### config.mk
export PLATFORM = sky130hd
export DESIGN_NAME = validity_pair_src
export DESIGN_NICKNAME = d
export VERILOG_FILES = /design/src/rtl/validity_pair_src.sv
export SDC_FILE = /design/constraint.sdc
export NUM_CORES = 1
export LEC_CHECK = 0
export CAP_MARGIN = 0
export CELL_PAD_IN_SITES_DETAIL_PLACEMENT = 0
export CELL_PAD_IN_SITES_GLOBAL_PLACEMENT = 2
export CORE_MARGIN = 2
export CORE_UTILIZATION = 35
export DETAILED_ROUTE_END_ITERATION = 8
export PLACE_DENSITY = 0.84
export SYNTH_ARGS = -nofsm -noshare
export SYNTH_HDL_FRONTEND = slang
export SYNTH_SLANG_ARGS = --single-unit
### constraint.sdc
create_clock -name clk -period 2.83 [get_ports clk]
set_input_delay 0.7075 -clock clk [delete_from_list [all_inputs] [get_ports clk]]
set_output_delay 0.7075 -clock clk [all_outputs]
set_load 0.02 [all_outputs]
### src/rtl/validity_pair_src.sv
`default_nettype none
`timescale 1ns/1ps
// ============================================================================
//  Module   : validity_pair_src
//  Purpose  : Producer end of the validity_reg checker interface. Buffers
//             6-bit pair words from an upstream valid/ready stream in a small
//             FIFO. Issues them as registered input0/input1 pairs, one per
//             cycle. Scores the delayed validity_reg response into saturating
//             pass/fail tallies.
//  Revision : 1.0  initial release
// ----------------------------------------------------------------------------
//  Ports
//    clk          in   1   system clock, rising edge
//    reset        in   1   asynchronous, active-low reset
//    en           in   1   run enable (level)
//    in_valid     in   1   upstream word valid
//    in_data      in   6   [5:3] -> input0, [2:0] -> input1
//    in_ready     out  1   FIFO not full
//    input0       out  3   pair element 0 (registered)
//    input1       out  3   pair element 1 (registered)
//    validity_reg in   1   checker response
//    busy         out  1   state is not IDLE
//    done         out  1   one-cycle pulse on DRAIN->IDLE
//    pass_cnt     out  16  tagged responses equal to 1 (saturating)
//    fail_cnt     out  16  tagged responses equal to 0 (saturating)
//    first_fail   out  7   {valid, input0, input1} of the first failing pair
//  Parameters
//    DEPTH (power of two, 2..16), RSP_LAT (1..4), IDLE_CODE
//  Optional feature macro
//    VALIDITY_PAIR_SRC_FAIL_CAPTURE_EN : enables the first-failure capture
//    pipe. When undefined, first_fail is tied to zero.
// ============================================================================
module validity_pair_src #(
    parameter int         DEPTH     = 4,
    parameter int         RSP_LAT   = 1,
    parameter logic [2:0] IDLE_CODE = 3'b000
) (
    input  logic        clk,
    input  logic        reset,
    input  logic        en,
    input  logic        in_valid,
    input  logic [5:0]  in_data,
    output logic        in_ready,
    output logic [2:0]  input0,
    output logic [2:0]  input1,
    input  logic        validity_reg,
    output logic        busy,
    output logic        done,
    output logic [15:0] pass_cnt,
    output logic [15:0] fail_cnt,
    output logic [6:0]  first_fail
);

    localparam int          AW       = $clog2(DEPTH);
    localparam logic [AW:0] FULL_CNT = (AW+1)'(DEPTH);
    localparam logic [5:0]  IDLE_PAIR = {IDLE_CODE, IDLE_CODE};

    localparam logic [1:0] ST_IDLE  = 2'd0;
    localparam logic [1:0] ST_SEND  = 2'd1;
    localparam logic [1:0] ST_DRAIN = 2'd2;

    // ------------------------------------------------------------------
    // FIFO: pointers carry one extra bit so full and empty are distinct.
    // ------------------------------------------------------------------
    logic [5:0]  mem_q [DEPTH];
    logic [AW:0] wr_ptr_q, rd_ptr_q;
    logic [AW:0] count;
    logic        full, empty, push, pop;

    assign count    = wr_ptr_q - rd_ptr_q;
    assign full     = (count == FULL_CNT);
    assign empty    = (count == '0);
    assign in_ready = !full;
    assign push     = in_valid && !full;

    // Storage has no reset; occupancy is defined solely by the pointers.
    always_ff @(posedge clk) begin
        if (push) begin
            mem_q[wr_ptr_q[AW-1:0]] <= in_data;
        end
    end

    always_ff @(posedge clk or negedge reset) begin
        if (!reset) begin
            wr_ptr_q <= '0;
            rd_ptr_q <= '0;
        end else begin
            if (push) wr_ptr_q <= wr_ptr_q + 1'b1;
            if (pop)  rd_ptr_q <= rd_ptr_q + 1'b1;
        end
    end

    // ------------------------------------------------------------------
    // Control FSM
    // ------------------------------------------------------------------
    logic [1:0]         state_q, state_d;
    logic [RSP_LAT-1:0] tag_q, tag_d;
    logic [RSP_LAT:0]   tag_ext;
    logic [5:0]         pair_q, pair_d;
    logic               done_q, done_d;
    logic               score;

    always_ff @(posedge clk or negedge reset) begin
        if (!reset) begin
            state_q <= ST_IDLE;
        end else begin
            state_q <= state_d;
        end
    end

    always_comb begin
        state_d = state_q;
        case (state_q)
            ST_IDLE:  if (en)  state_d = ST_SEND;
            ST_SEND:  if (!en) state_d = ST_DRAIN;
            // en is ignored here; leave only once nothing is in flight.
            ST_DRAIN: if (tag_q == '0) state_d = ST_IDLE;
            default:  state_d = ST_IDLE;
        endcase
    end

    always_comb begin
        pop    = (state_q == ST_SEND) && en && !empty;
        pair_d = pop ? mem_q[rd_ptr_q[AW-1:0]] : IDLE_PAIR;
        done_d = (state_q == ST_DRAIN) && (tag_q == '0);
    end

    // Tag pipe: stage 0 marks a real pair, bubbles shift in zero.
    assign tag_ext = {tag_q, pop};
    assign tag_d   = tag_ext[RSP_LAT-1:0];
    assign score   = tag_q[RSP_LAT-1];

    always_ff @(posedge clk or negedge reset) begin
        if (!reset) begin
            pair_q   <= IDLE_PAIR;
            tag_q    <= '0;
            done_q   <= 1'b0;
            pass_cnt <= 16'd0;
            fail_cnt <= 16'd0;
        end else begin
            pair_q <= pair_d;
            tag_q  <= tag_d;
            done_q <= done_d;
            if (score) begin
                if (validity_reg) begin
                    if (pass_cnt != 16'hFFFF) pass_cnt <= pass_cnt + 16'd1;
                end else begin
                    if (fail_cnt != 16'hFFFF) fail_cnt <= fail_cnt + 16'd1;
                end
            end
        end
    end

    assign input0 = pair_q[5:3];
    assign input1 = pair_q[2:0];
    assign busy   = (state_q != ST_IDLE);
    assign done   = done_q;

    // ------------------------------------------------------------------
    // First-failure capture
    // ------------------------------------------------------------------
`ifdef VALIDITY_PAIR_SRC_FAIL_CAPTURE_EN
    // Copy pipe runs in lockstep with the tag pipe, so the last stage holds
    // the pair whose response is being scored this edge.
    logic [5:0] copy_q [RSP_LAT];
    logic [6:0] first_fail_q;

    always_ff @(posedge clk or negedge reset) begin
        if (!reset) begin
            for (int i = 0; i < RSP_LAT; i++) copy_q[i] <= 6'd0;
            first_fail_q <= 7'd0;
        end else begin
            copy_q[0] <= pair_d;
            for (int i = 1; i < RSP_LAT; i++) copy_q[i] <= copy_q[i-1];
            if (score && !validity_reg && !first_fail_q[6]) begin
                first_fail_q <= {1'b1, copy_q[RSP_LAT-1]};
            end
        end
    end

    assign first_fail = first_fail_q;
`else
    assign first_fail = 7'd0;
`endif

endmodule
`default_nettype wire

==> run_results.csv, run 1 <==
group,metric,value,unit
cells_and_area,nNetsFinal,329,
clock_network,clockBufferDepth,2,
cells_and_area,areaGrowthSynthToFinish,24.63,%
logic_synthesis,synth_seq_area_share,0.5865,
global_route,grt.overflow.total,0,
setup_path,worst-setup-path-type,"reg2out",
floorplanning,ios,59,
timing,tns,0,ps
logic_synthesis,postSynthAreaPerCell,13.21,um2
clock_network,hold_buffers,0,
route,wirelength,6285,um
run,maxCapViolations,0,
setup_path,cp_data_required_time,2120,ps
logic_synthesis,synth_edf_count,24,
clock_network,tritoncts,"built",
timing,worstMarginPinSlew,635.5,ps
route,dr.first_iter.drc_count,50,
clock_network,cts_made_buffers,9,
timing,skew,11.43,ps
route,postRouteAntennaNets,0,
route,drc,0,
setup_path,arrival,1860,ps
worst_hold_path,min_path_type,"in2async",
logic_synthesis,synth_area_leaders,"dfrtp_1 (37%), edfxtp_1 (22%), xor2_1 (4.5%)",
logic_synthesis,synth.distinct_cells,45,
logic_synthesis,synth_warnings,0,
cells_and_area,diodes,0,
cells_and_area,fin_area,4084,um2
logic_synthesis,ys.flop_type,"dfrtp_1",
place,dpl.hpwl,4311,um
pwr,vdd_drop_max,0.5137,mV
floorplanning,num_rows,35,
route,first_pass_iters,4,
global_route,grt_usage,0.1349,
clock_network,htreeDepth,3,
timing,drv_slew,0,
floorplanning,initial_core_util,0.3580,
outcome,status,"finished, final reports clean",
clock_network,cts.sinks,72,
floorplanning,die_y,100.8,um
timing,period_share,0.9071,
logic_synthesis,async_flop_share,0.6667,
timing,slew_headroom,0.5763,
setup_path,reg2reg_from,"wr_ptr_q[0]",
timing,hold_viol,0,
setup_path,r2r_cells,7,
floorplanning,dieArea,10150,um2
place,gp_congestion,0.7441,
clock_network,clock_latency,350,ps
floorplanning,coreArea,9153,um2
setup_path,worst_setup_path_start_kind,"flip-flop",
timing,setup_viol,0,
setup_path,endpoint_kind,"output port",
floorplanning,die_width,100.8,um
route,wire_per_inst,14.79,um
cells_and_area,drive_gt1_frac,0.1369,
global_route,grt_max_degree,49,
cells_and_area,nFillCells,841,
global_route,grt_pass1_wl,10330,um
timing,fmax,389.5,MHz
timing,rsz0062_at_grt,"no",
clock_network,cts_root_buf,"clkbuf_8",
pwr,p_per_area,799.3,nW/um2
setup_path,cp-endpoint,"in_ready",
cells_and_area,post-route-util,0.4462,
timing,period_needed,2567,ps
route,vias,2067,
place,port_buffers,51,
route,via_per_inst,4.864,
setup_path,r2r_setup_slack,590,ps
setup_path,crit_start,"wr_ptr_q[0]",
setup_path,r2r-end,"mem_q[1][5]",
setup_path,cp_max_fo,4,
logic_synthesis,synthCells,248,
pwr,p_leak,1.727,nW
global_route,first_global_vias,2064,
place,place_area,3901,um2
logic_synthesis,synth-seq-cells,72,
global_route,antenna_found_initial,0,
logic_synthesis,synth_top_area_cell,"dfrtp_1",
clock_network,path_clk_slew,80,ps
logic_synthesis,yosys.area.top_type_share,0.3666,
logic_synthesis,syn_area,3277,um2
## worst min path at each step
stage	start	endpoint	slack (ps)	cells after the start
detailed placement	wr_ptr_q[2]	wr_ptr_q[2]	490	1
finish	reset	fail_cnt[10]	460	2
global route	reset	fail_cnt[10]	510	2
global placement	wr_ptr_q[2]	wr_ptr_q[2]	480	1
CTS	reset	wr_ptr_q[0]	480	2
floorplan	reset	done	410	0
## per-stage QoR
step	std cells	hold slack [ps]	total power, mW	worst slack [ps]
floorplan	254	411.9	2.139	683.5
global placement	408	475.4	2.506	358.6
detailed placement	408	487.2	2.534	306.1
CTS	425	475.7	3.325	228.4
global route	425	506.2	3.484	131.1
finish	425	459.1	3.264	262.9
## synthesized netlist by cell type, drive strengths merged, types with 6 or more instances
cell type / count
nand4: 12
and3: 6
ha: 9
nand3: 10
xor2: 17
mux4: 6
buf: 7
edfxtp: 24
dfrtp: 48
nand2: 13
nor2: 12
xnor2: 14
nor2b: 9
nor3: 8
## cell families after synthesis
logic type	count (synthesis)	synth area share
flip-flops	72	0.5865
buffers and inverters	17	0.02787
AO/OA/AOI/OAI	13	0.03131
XOR/XNOR	31	0.08515
other	1	0.001144
adder cells (fa/ha/maj)	9	0.03436
AND/OR/NAND/NOR	94	0.1741
multiplexers	11	0.05956
## routing by layer
layer	vias to the layer above	routed length (um)	GRT usage
met5	-	0	0
met4	0	133	0.06112
met3	13	231	0.03883
met2	37	2882	0.2082
met1	1014	3037	0.1762
li1	1003	-	-
## repair_timing
action / CTS / global route
setup buffers: 1 / 0
setup endpoints to repair: 1 / 0
endpoints found under the hold margin: 0 / 0
gates resized for setup: 1 / 0
## cell type report
class	count	area (um2)	area share
clock buffer	9	123.9	0.03033
clock inverter	7	52.55	0.01287
timing repair buffer	56	541.8	0.1327
sequential	72	1922	0.4706
tap	111	138.9	0.03401
inverter	5	18.77	0.004596
multi-input combinational	165	1286	0.3149
## sequential cells by signal (all words and copies together), names as in the netlist
signal and count:
done 1, pass_cnt 16, fail_cnt 16, score 1, rd_ptr_q 3, state_q 2
wr_ptr_q 3, pair_q 6, mem_q 24
## placed cells by master, fill, tap and decap left out, types with 2 or more instances in the layout
cell,count
a21oi_1,3
a31oi_1,4
and2_1,4
and3_1,6
and4_1,4
buf_4,5
clkbuf_8,9
clkdlybuf4s50_1,49
clkinv_2,2
conb_1,7
dfrtp_1,48
edfxtp_1,24
ha_1,9
inv_1,5
inv_6,3
mux2_2,4
mux4_2,6
nand2_1,12
nand3_1,10
nand3b_1,2
nand4_1,10
nor2_1,11
nor2b_1,9
nor3_1,8
nor3b_1,3
nor4_1,3
or2_2,2
xnor2_1,13
xor2_1,17
## critical path, cell delays in order, from the launching register on
cell           delay [ps]
dfrtp_1               410
inv_1                 150
ha_1                  170
nor2b_1               210
xnor2_2               160
nand3_1                90
dlygate4sd2_1         320
## report_power, final
part           switching (mW)  internal (mW)  leakage [nW]
Sequential              0.148           1.30         0.860
Clock                   0.418          0.325        0.0904
Combinational           0.554          0.523         0.776
Note: power is estimated with default switching activity, not from simulation.
==> run 2, diff against run 1 <==
- CORE_UTILIZATION: 35 -> 32
- PLACE_DENSITY: 0.84 -> 0.81
- RECOVER_POWER: unset -> 100
- clock period: 2.83 -> 2.3 ns (I/O delays scaled with it)
==> run_results.csv, run 2 (synthesized netlist as in run 1, its figures left out) <==
group,metric,value,unit
outcome,status,"finished, final reports clean",
place,dpl.hpwl,4651,um
setup_path,critPathMaxStageDelay,560,ps
clock_network,cts.sinks,72,
timing,tns,0,ps
pwr,vdd_drop_max,0.5462,mV
setup_path,arrival,1610,ps
floorplanning,die_width,105.2,um
timing,rsz0062_at_grt,"no",
global_route,grt_usage,0.1257,
setup_path,cp_data_required_time,1730,ps
worst_hold_path,min_path_type,"in2async",
floorplanning,initial_core_util,0.3322,
setup_path,r2r_cells,7,
setup_path,worst-setup-path-type,"reg2out",
place,dp.cells,437,
setup_path,worst_setup_path_start_kind,"flip-flop",
global_route,grt.overflow.total,0,
clock_network,path_clk_slew,90,ps
floorplanning,ios,59,
clock_network,htreeDepth,3,
clock_network,tritoncts,"built",
floorplanning,num_rows,36,
timing,period_share,0.9517,
timing,worstMarginPinSlew,916.3,ps
global_route,antenna_found_initial,0,
setup_path,r2r-end,"mem_q[1][3]",
run,maxCapViolations,0,
cells_and_area,post-route-util,0.4212,
floorplanning,die_y,105.2,um
timing,slew_headroom,0.3891,
route,drc,0,
cells_and_area,diodes,0,
setup_path,reg2reg_from,"wr_ptr_q[0]",
route,postRouteAntennaNets,0,
setup_path,path_cells,"or2_2 -> clkdlybuf4s50_1",
setup_path,endpoint_kind,"output port",
setup_path,r2r_setup_slack,180,ps
route,dr.first_iter.drc_count,57,
cells_and_area,final_common_cell,"dfrtp_1",
setup_path,cp_max_fo,5,
route,via_per_inst,4.574,
clock_network,cts_root_buf,"clkbuf_8",
cells_and_area,drive_gt1_frac,0.1398,
cells_and_area,areaGrowthSynthToFinish,26.80,%
cells_and_area,largest_reg_flops,24,
timing,drv_slew,0,
clock_network,clock_latency,350,ps
cells_and_area,fin_cells,455,
clock_network,cts_made_buffers,9,
global_route,grt_pass1_wl,10760,um
floorplanning,coreArea,9864,um2
cells_and_area,nNetsFinal,337,
place,gp_congestion,0.7549,
setup_path,crit_slowest_cell,"clkdlybuf4s50_1",
route,vias,2081,
global_route,first_global_vias,2113,
route,wirelength,6541,um
timing,skew,8.887,ps
timing,hold_viol,0,
timing,setup_viol,0,
timing,period_needed,2189,ps
place,port_buffers,51,
pwr,p_per_area,1002,nW/um2
pwr,p_leak,1.851,nW
clock_network,clockBufferDepth,2,
route,first_pass_iters,4,
route,wire_per_inst,14.38,um
global_route,grt_max_degree,20,
timing,fmax,456.9,MHz
floorplanning,dieArea,11070,um2
cells_and_area,mostFrequentLayoutCells,"dfrtp_1 (48), dlygate4sd3_1 (47), edfxtp_1 (24), xor2_1 (17)",
-- run 2: changes by cell type in the layout (fill, tap and decap cells not counted), moves of 2 or more --
cell and change:
clkdlybuf4s50_1 -47, clkbuf_2 +2, buf_4 +2, clkinv_2 -2, dlygate4sd3_1 +47, clkbuf_1 +6, inv_8 +2
-- run 2: worst max-delay path: cells and delay by family (launching register included) --
kind                   cells  cell delay (ps)
buffers and inverters      1              560
DFF                        1              420
and+or+nand+nor            1              300
-- run 2: report_power, final --
group          switching [mW]  total [mW]  internal (mW)
registers               0.166        1.76           1.59
clock network           0.546        1.07          0.526
logic                   0.689        1.33          0.642
-- run 2: through the flow --
| stage | cell area, um2 | setup WS (ps) | total power [mW] | hold slack (ps) |
|---|---|---|---|---|
| 2_1_floorplan | 3299 | 286.0 | 2.632 | 279.4 |
| 3_3_place_gp | 3981 | 85.60 | 3.155 | 474.3 |
| 3_5_place_dp | 3981 | 51.22 | 3.187 | 480.2 |
| 5_1_grt | 4155 | 22.37 | 4.427 | 421.1 |
| 4_1_cts | 4195 | 23.24 | 4.285 | 138.4 |
| 6_report | 4155 | 111.1 | 4.162 | 330.0 |
-- run 2: layout make-up --
cell class	count	area, um2
fillers	949	5709
flip-flops and latches	72	1922
multi-input cells	165	1262
repair buffers	64	575.6
well taps	133	166.4
clock buffers	9	123.9
clock inverters	7	86.33
inverters	5	18.77
-- run 2: metal layers --
layer  up-vias  wire, um  GRT usage
met5         -         0          0
met4         0        64    0.04000
met3         6       265    0.03618
met2        48      3039     0.1917
met1       999      3171     0.1723
li1       1028         -          -
-- run 2: what timing repair did --
| action | CTS | global route |
|---|---|---|
| endpoints found under the setup margin | 1 | 1 |
| gates resized for setup | 4 | 1 |
| buffers inserted | 0 | 2 |
| hold buffers | 0 | 0 |
-- run 2: worst max-delay path by stage --
| stage | cells after the start | startpoint | slack (ps) | to |
|---|---|---|---|---|
| final | 2 | state_q[1] | 110 | busy |
| after floorplan | 6 | rd_ptr_q[1] | 290 | in_ready |
| after detailed placement | 5 | validity_reg | 50 | pass_cnt[15] |
| after CTS | 6 | wr_ptr_q[0] | 20 | in_ready |
| after global placement | 5 | validity_reg | 90 | pass_cnt[15] |
| after global routing | 2 | state_q[1] | 20 | busy |
==> run 3, diff against run 2 <==
- CELL_PAD_IN_SITES_DETAIL_PLACEMENT: 0 -> 1
- CELL_PAD_IN_SITES_GLOBAL_PLACEMENT: 2 -> 1
- CORE_UTILIZATION: 32 -> 38
- clock period: 2.3 -> 2 ns (I/O delays scaled with it)
==> run_results.csv, run 3 (synthesized netlist as in run 1, its figures left out) <==
group,metric,value,unit
route,postRouteAntennaNets,0,
global_route,antenna_found_initial,0,
outcome,status,"complete, but fails checks",
floorplanning,dieArea,9382,um2
global_route,first_global_vias,2320,
global_route,use_met2,0.2591,
clock_network,cts.sinks,72,
route,wire_per_inst,16.18,um
timing,period_needed,2019,ps
timing,drv_slew,0,
floorplanning,die_y,96.86,um
global_route,grt.overflow.total,0,
floorplanning,num_rows,33,
global_route,busiest_layer,"met2",
setup_path,critPathMaxStageDelay,420,ps
floorplanning,initial_core_util,0.3948,
clock_network,clockBufferDepth,2,
timing,rsz0062_at_grt,"yes",
cells_and_area,nNetsFinal,349,
setup_path,worst-setup-path-type,"reg2out",
clock_network,cts_root_buf,"clkbuf_8",
timing,slew_headroom,0.3864,
cells_and_area,multiInputGateArea,1323,um2
setup_path,crit_family,"flip-flops",
clock_network,hold_buffers,0,
cells_and_area,final_common_cell,"dfrtp_1",
cells_and_area,post-route-util,0.5204,
clock_network,clock_latency,350,ps
floorplanning,coreArea,8299,um2
clock_network,htreeDepth,3,
route,wirelength,7105,um
floorplanning,ios,59,
timing,hold-worst-slack,259.8,ps
pwr,vdd_drop_max,0.7045,mV
global_route,grt_pass1_wl,11770,um
cells_and_area,diodes,0,
timing,setup_viol,1,
run,maxCapViolations,0,
setup_path,arrival,1520,ps
setup_path,worst_setup_path_start_kind,"flip-flop",
timing,hold_viol,0,
cells_and_area,nFillCells,870,
setup_path,path_cells,"ha_4 -> nor2b_4 -> xnor2_2 -> nand3_2 -> buf_6",
global_route,grt_max_degree,34,
timing,worstMarginPinSlew,920.3,ps
cells_and_area,ff_latch_area,1923,um2
setup_path,cp_data_required_time,1500,ps
cells_and_area,largest_reg_flops,24,
cells_and_area,areaGrowthSynthToFinish,31.81,%
place,port_buffers,51,
route,drc,0,
timing,worst_slack,-18.95,ps
route,vias,2193,
outcome,violations,"setup timing",
pwr,p_leak,1.966,nW
setup_path,path_buf_inv,1,
setup_path,endpoint_kind,"output port",
floorplanning,die_width,96.86,um
clock_network,cts_made_buffers,9,
cells_and_area,drive_gt1_frac,0.2036,
timing,period_share,1.009,
place,dpl.hpwl,5122,um
global_route,grtUsageMet1,0.2107,
clock_network,path_clk_slew,80,ps
timing,skew,8.717,ps
route,dr.first_iter.drc_count,64,
worst_hold_path,min_path_type,"in2async",
place,gp_congestion,0.7618,
global_route,grt_use_met3,0.03107,
pwr,p_total,5.119,mW
timing,fmax,495.3,MHz
setup_path,crit_slowest_cell,"dfrtp_1",
cells_and_area,fin_cells,439,
pwr,p_per_area,1185,nW/um2
route,first_pass_iters,4,
place,dp.cells,421,
cells_and_area,mostFrequentLayoutCells,"dfrtp_1 (47), clkdlybuf4s50_1 (31), edfxtp_1 (24), buf_4 (20), xor2_1 (17)",
setup_path,cp_max_fo,2,
route,via_per_inst,4.995,
global_route,grt_usage,0.1587,
clock_network,tritoncts,"built",
-- run 3: cell types whose count changed in the layout (fill, tap and decap cells not counted), sizes merged, moves of 3 or more --
| cell | previous run | this run |
|---|---|---|
| clkbuf | 17 | 12 |
| clkdlybuf4s50 | 2 | 31 |
| dlymetal6s2s | 0 | 7 |
| dlygate4sd3 | 47 | 8 |
| dlygate4sd2 | 0 | 3 |
| buf | 7 | 24 |
-- run 3: area by class of cell --
type	instances	area share
flip-flops and latches	72	0.4452
multi-input cells	165	0.3062
repair buffers	76	0.1709
well taps	105	0.03042
clock buffers	9	0.02868
clock inverters	7	0.01419
inverters	5	0.004345
-- run 3: final timing paths --
| path | start | endpoint | slack (ps) | cells after the start |
|---|---|---|---|---|
| max in group asynchronous | reset | pass_cnt[5] | 360 | 2 |
| min in group clk | fail_cnt[15] | fail_cnt[15] | 500 | 1 |
| max reg2reg | rd_ptr_q[0] | mem_q[2][4] | 130 | 7 |
| min reg2reg | fail_cnt[15] | fail_cnt[15] | 500 | 1 |
| min | reset | fail_cnt[14] | 260 | 1 |
| max | rd_ptr_q[0] | in_ready | -20 | 5 |
-- run 3: what timing repair did --
action | in CTS | in global routing
gates resized for setup | 8 | 17
endpoints found under the setup margin | 9 | 28
pin swaps | 0 | 3
buffers inserted | 0 | 2
-- run 3: report_power, final --
| part | total (mW) | internal (mW) | switching, mW |
|---|---|---|---|
| Combinational | 1.98 | 1.04 | 0.944 |
| Sequential | 2.04 | 1.83 | 0.210 |
| Clock | 1.10 | 0.476 | 0.620 |
| Total | 5.12 | 3.34 | 1.77 |
-- run 3: through the flow --
stage / instance area (um2) / setup slack [ps] / setup TNS, ps
floorplan: 3301 / 90.62 / 0
global route: 4319 / -62.65 / -98.14
finish: 4319 / -18.95 / -18.95
detailed placement: 4086 / -225.9 / -1401
CTS: 4265 / -102.4 / -102.4
global placement: 4086 / -107.1 / -825.4
-- run 3: worst reg2reg max path: stages, from the launching register on --
cell and delay, ps:
dfrtp_1 420, ha_4 170, nor2b_4 120, xnor2_2 150, buf_4 180, a31oi_4 220, and2_1 210, buf_12 130
-- run 3: per-layer routing --
layer,wire length (um),up-vias
met5,0,-
met4,94,0
met3,211,10
met2,3476,46
met1,3323,1084
li1,-,1053
